===== src/rtl/rf_port_arbiter.sv =====
// rf_port_arbiter
//   Shares the single read port and single write port of register_file between
//   requester A (core pipeline) and requester B (load/store path).
//   One request is accepted per cycle with round-robin fairness. The register
//   file ports are driven combinationally from the granted request. A response
//   pulse is registered one cycle after acceptance.
//
//   Optional feature, macro RF_ARB_LOCK_EN: an accepted request with lock=1 pins
//   the ports to that requester until it issues an accepted lock=0 request, or
//   until LOCK_MAX cycles have passed. If the macro is undefined, the lock
//   inputs are ignored and the arbiter is pure round-robin.
//
// Ports
//   clk, reset                     clock, async active-high reset
//   {a,b}_req_valid/we/addr/wdata  request channel
//   {a,b}_req_lock                 request/hold lock
//   {a,b}_req_ready                grant (accept on valid && ready)
//   {a,b}_rsp_valid/data           one-cycle response, data = 0 for writes
//   rf_read_reg, rf_read_data      register_file read port 1
//   rf_write_reg/reg_write/write_data  register_file write port
//   locked                         lock FSM not idle
module rf_port_arbiter #(
  parameter int DATA_W   = 64,
  parameter int ADDR_W   = 5,
  parameter int LOCK_MAX = 16
) (
  input  logic              clk,
  input  logic              reset,
  input  logic              a_req_valid,
  input  logic              a_req_we,
  input  logic [ADDR_W-1:0] a_req_addr,
  input  logic [DATA_W-1:0] a_req_wdata,
  input  logic              a_req_lock,
  output logic              a_req_ready,
  output logic              a_rsp_valid,
  output logic [DATA_W-1:0] a_rsp_data,
  input  logic              b_req_valid,
  input  logic              b_req_we,
  input  logic [ADDR_W-1:0] b_req_addr,
  input  logic [DATA_W-1:0] b_req_wdata,
  input  logic              b_req_lock,
  output logic              b_req_ready,
  output logic              b_rsp_valid,
  output logic [DATA_W-1:0] b_rsp_data,
  output logic [ADDR_W-1:0] rf_read_reg,
  input  logic [DATA_W-1:0] rf_read_data,
  output logic [ADDR_W-1:0] rf_write_reg,
  output logic              rf_reg_write,
  output logic [DATA_W-1:0] rf_write_data,
  output logic              locked
);

  typedef enum logic [1:0] {IDLE, LOCK_A, LOCK_B} state_t;

  localparam int CNT_W = (LOCK_MAX > 2) ? $clog2(LOCK_MAX) : 1;
  localparam logic [CNT_W-1:0] CNT_LAST = CNT_W'(LOCK_MAX - 1);

  state_t           state, state_nxt;
  logic [CNT_W-1:0] lock_cnt, lock_cnt_nxt;
  logic             last_grant, last_grant_nxt;   // 0 = A, 1 = B
  logic             gnt_a, gnt_b, gnt_any;
  logic             sel_we;
  logic [ADDR_W-1:0] sel_addr;
  logic [DATA_W-1:0] sel_wdata, rsp_val;

`ifndef RF_ARB_LOCK_EN
  logic unused_lock;
  assign unused_lock = a_req_lock ^ b_req_lock;
`endif

  // Grants are forced low during reset so nothing reaches the register file.
  always_comb begin
    gnt_a = 1'b0;
    gnt_b = 1'b0;
    if (!reset) begin
      case (state)
        LOCK_A:  gnt_a = a_req_valid;
        LOCK_B:  gnt_b = b_req_valid;
        default: begin
          if (a_req_valid && b_req_valid) begin
            gnt_a = last_grant;
            gnt_b = !last_grant;
          end else begin
            gnt_a = a_req_valid;
            gnt_b = b_req_valid;
          end
        end
      endcase
    end
  end

  assign a_req_ready = gnt_a;
  assign b_req_ready = gnt_b;
  assign gnt_any     = gnt_a | gnt_b;
  assign sel_we      = gnt_b ? b_req_we    : a_req_we;
  assign sel_addr    = gnt_b ? b_req_addr  : a_req_addr;
  assign sel_wdata   = gnt_b ? b_req_wdata : a_req_wdata;

  always_comb begin
    rf_read_reg   = '0;
    rf_write_reg  = '0;
    rf_write_data = '0;
    rf_reg_write  = 1'b0;
    if (gnt_any) begin
      rf_read_reg   = sel_addr;
      rf_write_reg  = sel_addr;
      rf_write_data = sel_wdata;
      rf_reg_write  = sel_we && (sel_addr != '0);
    end
  end

  // x0 reads as zero regardless of what the register file returns.
  assign rsp_val = (sel_we || sel_addr == '0) ? '0 : rf_read_data;

  always_comb begin
    state_nxt      = state;
    lock_cnt_nxt   = lock_cnt;
    last_grant_nxt = last_grant;
    if (gnt_a)      last_grant_nxt = 1'b0;
    else if (gnt_b) last_grant_nxt = 1'b1;
`ifdef RF_ARB_LOCK_EN
    case (state)
      IDLE: begin
        lock_cnt_nxt = '0;
        if (gnt_a && a_req_lock)      state_nxt = LOCK_A;
        else if (gnt_b && b_req_lock) state_nxt = LOCK_B;
      end
      LOCK_A: begin
        if (gnt_a && !a_req_lock) begin
          state_nxt    = IDLE;
          lock_cnt_nxt = '0;
        end else if (lock_cnt == CNT_LAST) begin
          // Timeout: mark A as last served so B wins the next contention.
          state_nxt      = IDLE;
          lock_cnt_nxt   = '0;
          last_grant_nxt = 1'b0;
        end else begin
          lock_cnt_nxt = lock_cnt + 1'b1;
        end
      end
      LOCK_B: begin
        if (gnt_b && !b_req_lock) begin
          state_nxt    = IDLE;
          lock_cnt_nxt = '0;
        end else if (lock_cnt == CNT_LAST) begin
          state_nxt      = IDLE;
          lock_cnt_nxt   = '0;
          last_grant_nxt = 1'b1;
        end else begin
          lock_cnt_nxt = lock_cnt + 1'b1;
        end
      end
      default: begin
        state_nxt    = IDLE;
        lock_cnt_nxt = '0;
      end
    endcase
`endif
  end

  assign locked = (state != IDLE);

  always_ff @(posedge clk or posedge reset) begin
    if (reset) begin
      state       <= IDLE;
      lock_cnt    <= '0;
      last_grant  <= 1'b1;
      a_rsp_valid <= 1'b0;
      a_rsp_data  <= '0;
      b_rsp_valid <= 1'b0;
      b_rsp_data  <= '0;
    end else begin
      state       <= state_nxt;
      lock_cnt    <= lock_cnt_nxt;
      last_grant  <= last_grant_nxt;
      a_rsp_valid <= gnt_a;
      b_rsp_valid <= gnt_b;
      if (gnt_a) a_rsp_data <= rsp_val;
      if (gnt_b) b_rsp_data <= rsp_val;
    end
  end

endmodule


===== config.mk =====
export PLATFORM = sky130hd
export DESIGN_NAME = rf_port_arbiter
export DESIGN_NICKNAME = d
export VERILOG_FILES = /design/src/rtl/rf_port_arbiter.sv
export SDC_FILE = /design/constraint.sdc
export NUM_CORES = 1
export LEC_CHECK = 0
export CAP_MARGIN = 5
export CORE_AREA = 8 8 155 157
export CTS_CLUSTER_SIZE = 28
export DETAILED_ROUTE_END_ITERATION = 6
export DIE_AREA = 0 0 163 165
export PLACE_DENSITY = 0.66
export SLEW_MARGIN = 10
export SYNTH_ARGS = -nofsm -noshare
export SYNTH_HDL_FRONTEND = slang
export SYNTH_SLANG_ARGS = --single-unit

===== constraint.sdc =====
create_clock -name clk -period 8.6 [get_ports clk]
set_input_delay 1.29 -clock clk [delete_from_list [all_inputs] [get_ports clk]]
set_output_delay 1.29 -clock clk [all_outputs]
set_load 0.03 [all_outputs]

=== Word-level counts from Yosys, hierarchy flattened ===
Cells that the tools add are included.

* Flip-flop bits (word level): 131
* Bits in latches: 0
* RAM bits: 0
* ROM bits: 0
* Input bits: 210
* Logic and storage cells: 26
* Memories: 0

* $add $sub $neg: 0
* $mul: 0
* Div/mod/pow operators: 0
* Magnitude comparators: 0
* Eq/ne operators: 0
* Shifts and indexed selects: 0
* Mux-type cells: 13
* Bitwise logic cells: 1
* Reduce and logical (&&, ||, !) cells: 7

{| class="wikitable"
|+ Operator list
! kind !! number
|-
| 64-bit 2-to-1 mux || 3
|-
| 5-bit 2-to-1 mux || 2
|-
| 1-bit 2-to-1 mux || 8
|-
| 5-bit logical NOT || 1
|-
| 5-bit nonzero test || 1
|-
| 1-bit logical AND || 2
|-
| 2-bit nonzero test || 1
|-
| 1-bit logical NOT || 1
|-
| 1-bit logical OR || 1
|-
| 1-bit OR || 1
|}

=== Longest topological paths before layout ===
* Depth after elaboration: 7
* Mapped depth: 8
* Mapped depth without buffers: 5

=== Worst setup path after synthesis ===
OpenSTA, ideal clock, no wires.

* Path kind: input to output
* Start point: input port reset
* End point: output port rf_write_reg[1]
* Arrival: 5808 ps
* Data required time: 7310 ps
* Path slack: 1502 ps
* Stages: 5
* Path buffers: 2
* Cells stage by stage: inv_1 -> o21ai_1 -> clkbuf_1 -> a21oi_1 -> buf_4

* Word-level cells in the longest chain between the ends: 3
* Elaborated cells between the ends (all ways): 5

{| class="wikitable"
|+ Ends and longest elaborated chain
! item !! line !! source
|-
| from (decl) || 28 || <nowiki>input logic reset,</nowiki>
|-
| 1-bit 2-to-1 mux || 75 || <nowiki>if (!reset) begin</nowiki>
|-
| 5-bit 2-to-1 mux / 1-bit OR (equally long branches) || 96, 94 ||
|-
| 5-bit 2-to-1 mux (*) || -- ||
|-
| to (decl) || 47 || <nowiki>output logic [ADDR_W-1:0] rf_write_reg,</nowiki>
|}

Mark *: on every way between the ends. The rest lies on a longest branch, timed or not.

=== Worst setup path in the final report ===
* Start point: input port reset
* End point: output port rf_reg_write

* Word-level cells in the longest chain between the ends: 5
* Elaborated cells between the ends (all ways): 8

{| class="wikitable"
|+ Ends and longest elaborated chain
! item !! line !! source
|-
| 1-bit 2-to-1 mux || 75 ||
|-
| 5-bit 2-to-1 mux || 96 || <nowiki>assign sel_addr = gnt_b ? b_req_addr : a_req_addr;</nowiki>
|-
| 5-bit nonzero test || 108 || <nowiki>rf_reg_write = sel_we && (sel_addr != '0);</nowiki>
|-
| 1-bit logical AND || 108 ||
|-
| 1-bit 2-to-1 mux (*) || 104 || <nowiki>if (gnt_any) begin</nowiki>
|-
| to (decl) || 48 || <nowiki>output logic rf_reg_write,</nowiki>
|}

Marked as above.

==> out/metrics.cfg <==
[outcome]
status = finished, final reports clean

[timing]
finalCritPeriodShare_pct = 69.96
timing.final.ws_setup_ns = 2.583
hold_ws_ns = 0.4764
slew_violations = 0
slew_headroom_pct = 32.10
fin_setup_tns_ns = 0
setup_viol = 0
max_freq_mhz = 166.2
worstMarginPinSlew_ns = 1.019
rsz0062_at_grt = false
finalCriticalPeriod_ns = 6.017
fin_skew_ns = 0.005719
finalHoldViolations = 0

[place]
globalplace.congestion = 0.8588
io_buffers = 414
placedCellCount = 1319
placed_area_um2 = 10270
preCtsSetupSlack_ns = 2.523
hpwl_um = 21180

[routing]
viasPerCell = 4.721
drtIter0Drc = 489
drcViolationCount = 0
antenna_left = 0
route.vias.total = 6388
routedWlPerCell_um = 21.59
first_pass_iters = 4
routed_wirelength_um = 29210

[grt]
grt.total_usage_pct = 20.91
antenna_found_initial = 4
grt_max_degree = 90
gr-total-overflow = 0
grt_pass1_wl_um = 42570
grt_pass1_vias = 6575

[finish]
syn_to_final_growth_pct = 81.86
drive_gt1_share_pct = 4.575
final_cells = 1353
nets = 1268
post-route-util_pct = 50.62
stdcell_area_um2 = 10880
fillers = 2029

[power_and_ir_drop]
power_leakage_nw = 4.554
finalPower_mw = 2.285
pwr-share-clk_pct = 32.5
swShare_pct = 34.56
p_int_mw = 1.495
vdd_ir_drop_max_v = 0.0001482
p_comb_share_pct = 34.3
pwr-share-seq_pct = 33.2
power.density_nw_per_um2 = 210.1
p_sw_mw = 0.7897

[worst_setup_path]
crit_start = reset
criticalPathCategory = input port to primary output
max_stage_delay_ns = 0.74
path_max_fanout = 89
cp_cell_sequence = clkdlybuf4s50_1, and2b_1, nand2_4, buf_4, mux2_2, nor2_1, clkdlybuf4s50_1
cpMaxStageDelayCell = clkdlybuf4s50_1
critPathRequiredTime_ns = 7.31
crit-reg2reg-launch = last_grant
critPathTopFamily = buffers and inverters
cp-end-kind = primary output
r2r-end = b_rsp_data[14]
path_buf_inv = 3
path_depth = 7
crit_end = rf_reg_write
reg2regPathDepth = 6
crit_top_cell = clkdlybuf4s50_1
startpoint_type = input port
ff2ff_setup_slack_ns = 5.45
critPathArrivalTime_ns = 4.73

[synthesis]
post_synth_num_cell_types = 26
synth_top_area_share_pct = 54.39
async_reset_ff_share_pct = 100.0
synth_most_common_cell = nand2_1
yosysWarnings = 0
synth_top_family_by_area = compound AO/OA/AOI/OAI gates
ys_seq_elements = 131
synth_xor_area_share_pct = 0
avgSynthCellArea_um2 = 8.821
synth_edf_count = 0
synth_common_cells = nand2_1, dfrtp_1, a21oi_1, o21ai_0, a22o_1
synth_flop_cell = dfrtp_1
synthAdderAreaFrac_pct = 0
synth-compound-area-share_pct = 21.57
muxShareOfSynthArea_pct = 0.1883
synthTopCellsByArea = dfrtp_1, nand2_1, a22o_1
netlist_instances = 678
syn_area_um2 = 5981
seq_area_frac_synth_pct = 54.83
yosys.area.top_type = dfrtp_1
syn-num-nets = 888
synth_simple_gate_area_share_pct = 18.18

[die]
fp.dieW_um = 163
io_pins = 418
core_area_um2 = 21490
dieArea_um2 = 26900
initial_core_util_pct = 27.84
die_h_um = 165
rows = 54

[clock_tree]
clk_pin_slew_worst_paths_ns = 0.06
ctsHtreeMaxLevel = 4
hold_buffers = 0
cts_resized = 0
cts.root.buffer_cell = clkbuf_16
clockBufferDepth = 2
clock_sinks = 131
numCtsBuffers = 17
post_cts_buffers = 0
clk_latency_ns = 0.42
cts_tree = built

[worst_hold_path]
holdCritPathClass = register to register

[job]
cap_violations = 0

==> kinds of logic after synthesis <==
group                  count (synthesis)
and+or+nand+nor                      277
AOI/OAI and AO/OA                    204
DFF                                  131
buffers and inverters                 64
muxes                                  1
other                                  1
==> placed cells by master (no fill, tap or decap), types with 2 or more instances in the layout <==
master and instances:
nand2_1 267, diode_2 2, buf_4 7, o21ai_4 2
inv_1 2, inv_6 3, a21oi_1 70, bufinv_16 2
clkdlybuf4s50_1 414, clkbuf_8 2, nor2_1 3, clkbuf_16 17
dfrtp_1 130, a22o_1 64, inv_4 2, o21ai_0 66
clkinvlp_4 3, clkinv_4 3
==> worst register-to-register path, stage by stage, from the launching register on <==
cell and delay [ns]:
dfstp_2 0.39, nand2_1 0.12, nand2_4 0.51, inv_4 0.91, buf_4 0.75, nand2_1 0.22, o21ai_0 0.17
==> sequential cells by signal, summed over array words and instances, names as in the netlist <==
register,count
b_rsp_data,64
a_rsp_valid,1
a_rsp_data,64
b_rsp_valid,1
last_grant,1
==> routing by layer <==
metal  vias up  share of wire [%]  GRT usage, %
li1       3031                  -             -
met1      3052                 40         24.90
met2       274                 48         33.50
met3        27                9.9         8.824
met4         4                1.8         7.089
met5         -              0.092             0
==> power by group through the flow <==
stage / Clock (mW) / Sequential [mW] / Combinational [mW]
detailed placement: 0 / 0.767 / 0.792
global placement: 0 / 0.765 / 0.788
CTS: 0.762 / 0.759 / 0.795
finish: 0.743 / 0.759 / 0.783
floorplan: 0 / 0.948 / 0.205
global route: 0.788 / 0.771 / 0.829
==> worst min-delay path by stage <==
stage / cells after the start / start / slack (ns) / to
2_1_floorplan: 2 / last_grant / 0.50 / last_grant
3_3_place_gp: 2 / b_rsp_data[19] / 0.46 / b_rsp_data[19]
3_5_place_dp: 2 / b_rsp_data[20] / 0.47 / b_rsp_data[20]
4_1_cts: 2 / b_rsp_data[20] / 0.48 / b_rsp_data[20]
5_1_grt: 2 / b_rsp_data[56] / 0.50 / b_rsp_data[56]
6_report: 2 / b_rsp_data[20] / 0.48 / b_rsp_data[20]
==> layout make-up <==
type | count | area, µm² | share of cell area (%)
Clock buffer | 20 | 456.7 | 4.199
Sequential cell | 131 | 3279 | 30.15
Timing Repair Buffer | 421 | 4197 | 38.58
Inverter | 4 | 20.02 | 0.1841
Multi-Input combinational cell | 483 | 2422 | 22.27
Tap cell | 280 | 350.3 | 3.221
Antenna cell | 2 | 5.005 | 0.04601
Clock inverter | 12 | 146.4 | 1.346
Note: power is estimated with default switching activity, not from simulation.
==> RTL edit, RTL diff (same settings) <==
Reset style: synchronous (`reset`), changed in one clocked block. Comments in the files are not updated.
--- a/src/rtl/rf_port_arbiter.sv
+++ b/src/rtl/rf_port_arbiter.sv
@@ -160,7 +160,7 @@
 
   assign locked = (state != IDLE);
 
-  always_ff @(posedge clk or posedge reset) begin
+  always_ff @(posedge clk) begin
     if (reset) begin
       state       <= IDLE;
       lock_cnt    <= '0;
Function: differs if reset is asserted again (counterexample within 4 cycles, from zero or initial values and one cycle with reset high); with reset held inactive, the same outputs for 4 cycles.
==> RTL edit against the unedited design <==
Sequential cell count is the same; design area is 11% lower; die area did not move; power is 22% lower; worst setup slack worse by 120 ps; routed wire length fell by 14%; synthesized area shrank 20%; hold slack worse by 5.9 ps; first-iteration DRC count is 44% lower; synthesized cell count fell by 40%; final cell count shrank 19%; largest power group is now clock.
==> RTL edit: results (changes against the unedited design) <==
## Power
* 3.68 nW — leakage power, -19%
* 0.122 mV — peak supply drop, -18%

## Global route
* 1 — initial antenna violation count, -3
* 28.6% — met2 track demand over resource, -4.8 points
* 70 — maximum number of pins on one net before global-route repair, -22%
* 20.9% — met1 Track Usage GR, -4.0 points
* 7.03% — met3 Usage GRT, -1.8 points
* 34.9 mm — global-route wire length before repair, -18%
* 17.4% — Tot GR Track Use, -3.5 points

## Drt
* 22.9 µm — wire per inst, +6.0%
* 12.0 mm — total length of routed met2 wires, -15%
* 276 — drt initial violations, -44%
* 10.6 mm — met1 wire length, -9.6%
* 2.21 mm — routed wl met3, -23%
* 5,118 — vias after detailed routing, -20%
* met4 — highest routed metal layer
* 4.67 — vias per cell, -1.1%

## Logic synthesis
* 0% — post-synthesis async set-or-reset flop share, -100 points
* 408 — instance count of the mapped netlist, -40%
* dfxtp_1 — top flip-flop cell by instance count after synthesis
* 618 — syn_nets, -30%
* 22 — number of distinct standard cells referenced by the synthesized netlist, -15%
* 37.0% — Compound-Gate Fraction of Synth Area, +15 points
* 0% — portion of netlist area occupied by mux cells, -0.19 points

## Placed design
* 0.851 — routability cong., -0.93%
* 2550 ps — worst setup slack after placement, +23.2 ps
* 19.4 mm — HPWL reported at the end of detailed placement, -8.4%
* 1,063 — number of placed instances, taps included, -19%

## Status
* complete, no violations — run status

## Finish
* 1,012 — Total Nets Final, -20%
* 5.15% — fraction of layout cells with a size suffix above 1, +0.58 points

## Worst setup path
* 69 — Max Fanout on Critical Path, -22%

## Timing
* 45.5% — max_slew headroom, +13 points
* 25.2 ps — Layout Skew, +19.5 ps

[RTL edit: cell count changes after synthesis, sizes merged, moves of 15 or more]
cell / change
dfrtp: -130
dfxtp: +131
a21oi: -62
o21ai: -67
nand2: -257
clkbuf: -15
a22o: +128
[RTL edit: power breakdown]
part | internal (W) | leakage (nW) | switching, W | total (W)
Sequential | 0.000632 | 1.07 | 0.0000131 | 0.000645
Combinational | 0.000196 | 2.32 | 0.000197 | 0.000393
Clock | 0.000464 | 0.291 | 0.000274 | 0.000738
Total | 0.00129 | 3.68 | 0.000484 | 0.00178
[RTL edit: kinds of logic after synthesis]
family          Yosys count
compound gates          204
buf+inv                  49
flops                   131
other cells               1
simple gates             23
[RTL edit: path summary, 6_finish.rpt]
path / from / end / slack, ps / depth (start not counted)
min reg2reg: b_rsp_data[25] / b_rsp_data[25] / 470 / 1
min: b_rsp_data[25] / b_rsp_data[25] / 470 / 1
max: b_req_valid / rf_write_reg[0] / 2460 / 8
max reg2reg: last_grant / a_rsp_data[18] / 6180 / 5
[RTL edit: metrics by stage]
| stage | cell area (µm²) | power, W | hold WS (ps) | utilization [%] |
|---|---|---|---|---|
| CTS | 9700 | 0.00180 | 474 | 45.2 |
| finish | 9710 | 0.00178 | 470 | 45.2 |
| detailed placement | 9100 | 0.00105 | 453 | 42.4 |
| global route | 9710 | 0.00184 | 485 | 45.2 |
| global placement | 9100 | 0.00105 | 454 | 42.4 |
| floorplan | 4790 | 0.000831 | 495 | - |
[RTL edit: final cells by class]
type	count	area [µm²]
multi-input combinational	228	1930
antenna	1	2.50
timing repair buffer	420	4190
fill	2018	11800
sequential	131	2620
clock inverter	12	155
clock buffer	20	447
tap	280	350
inverter	4	15.0
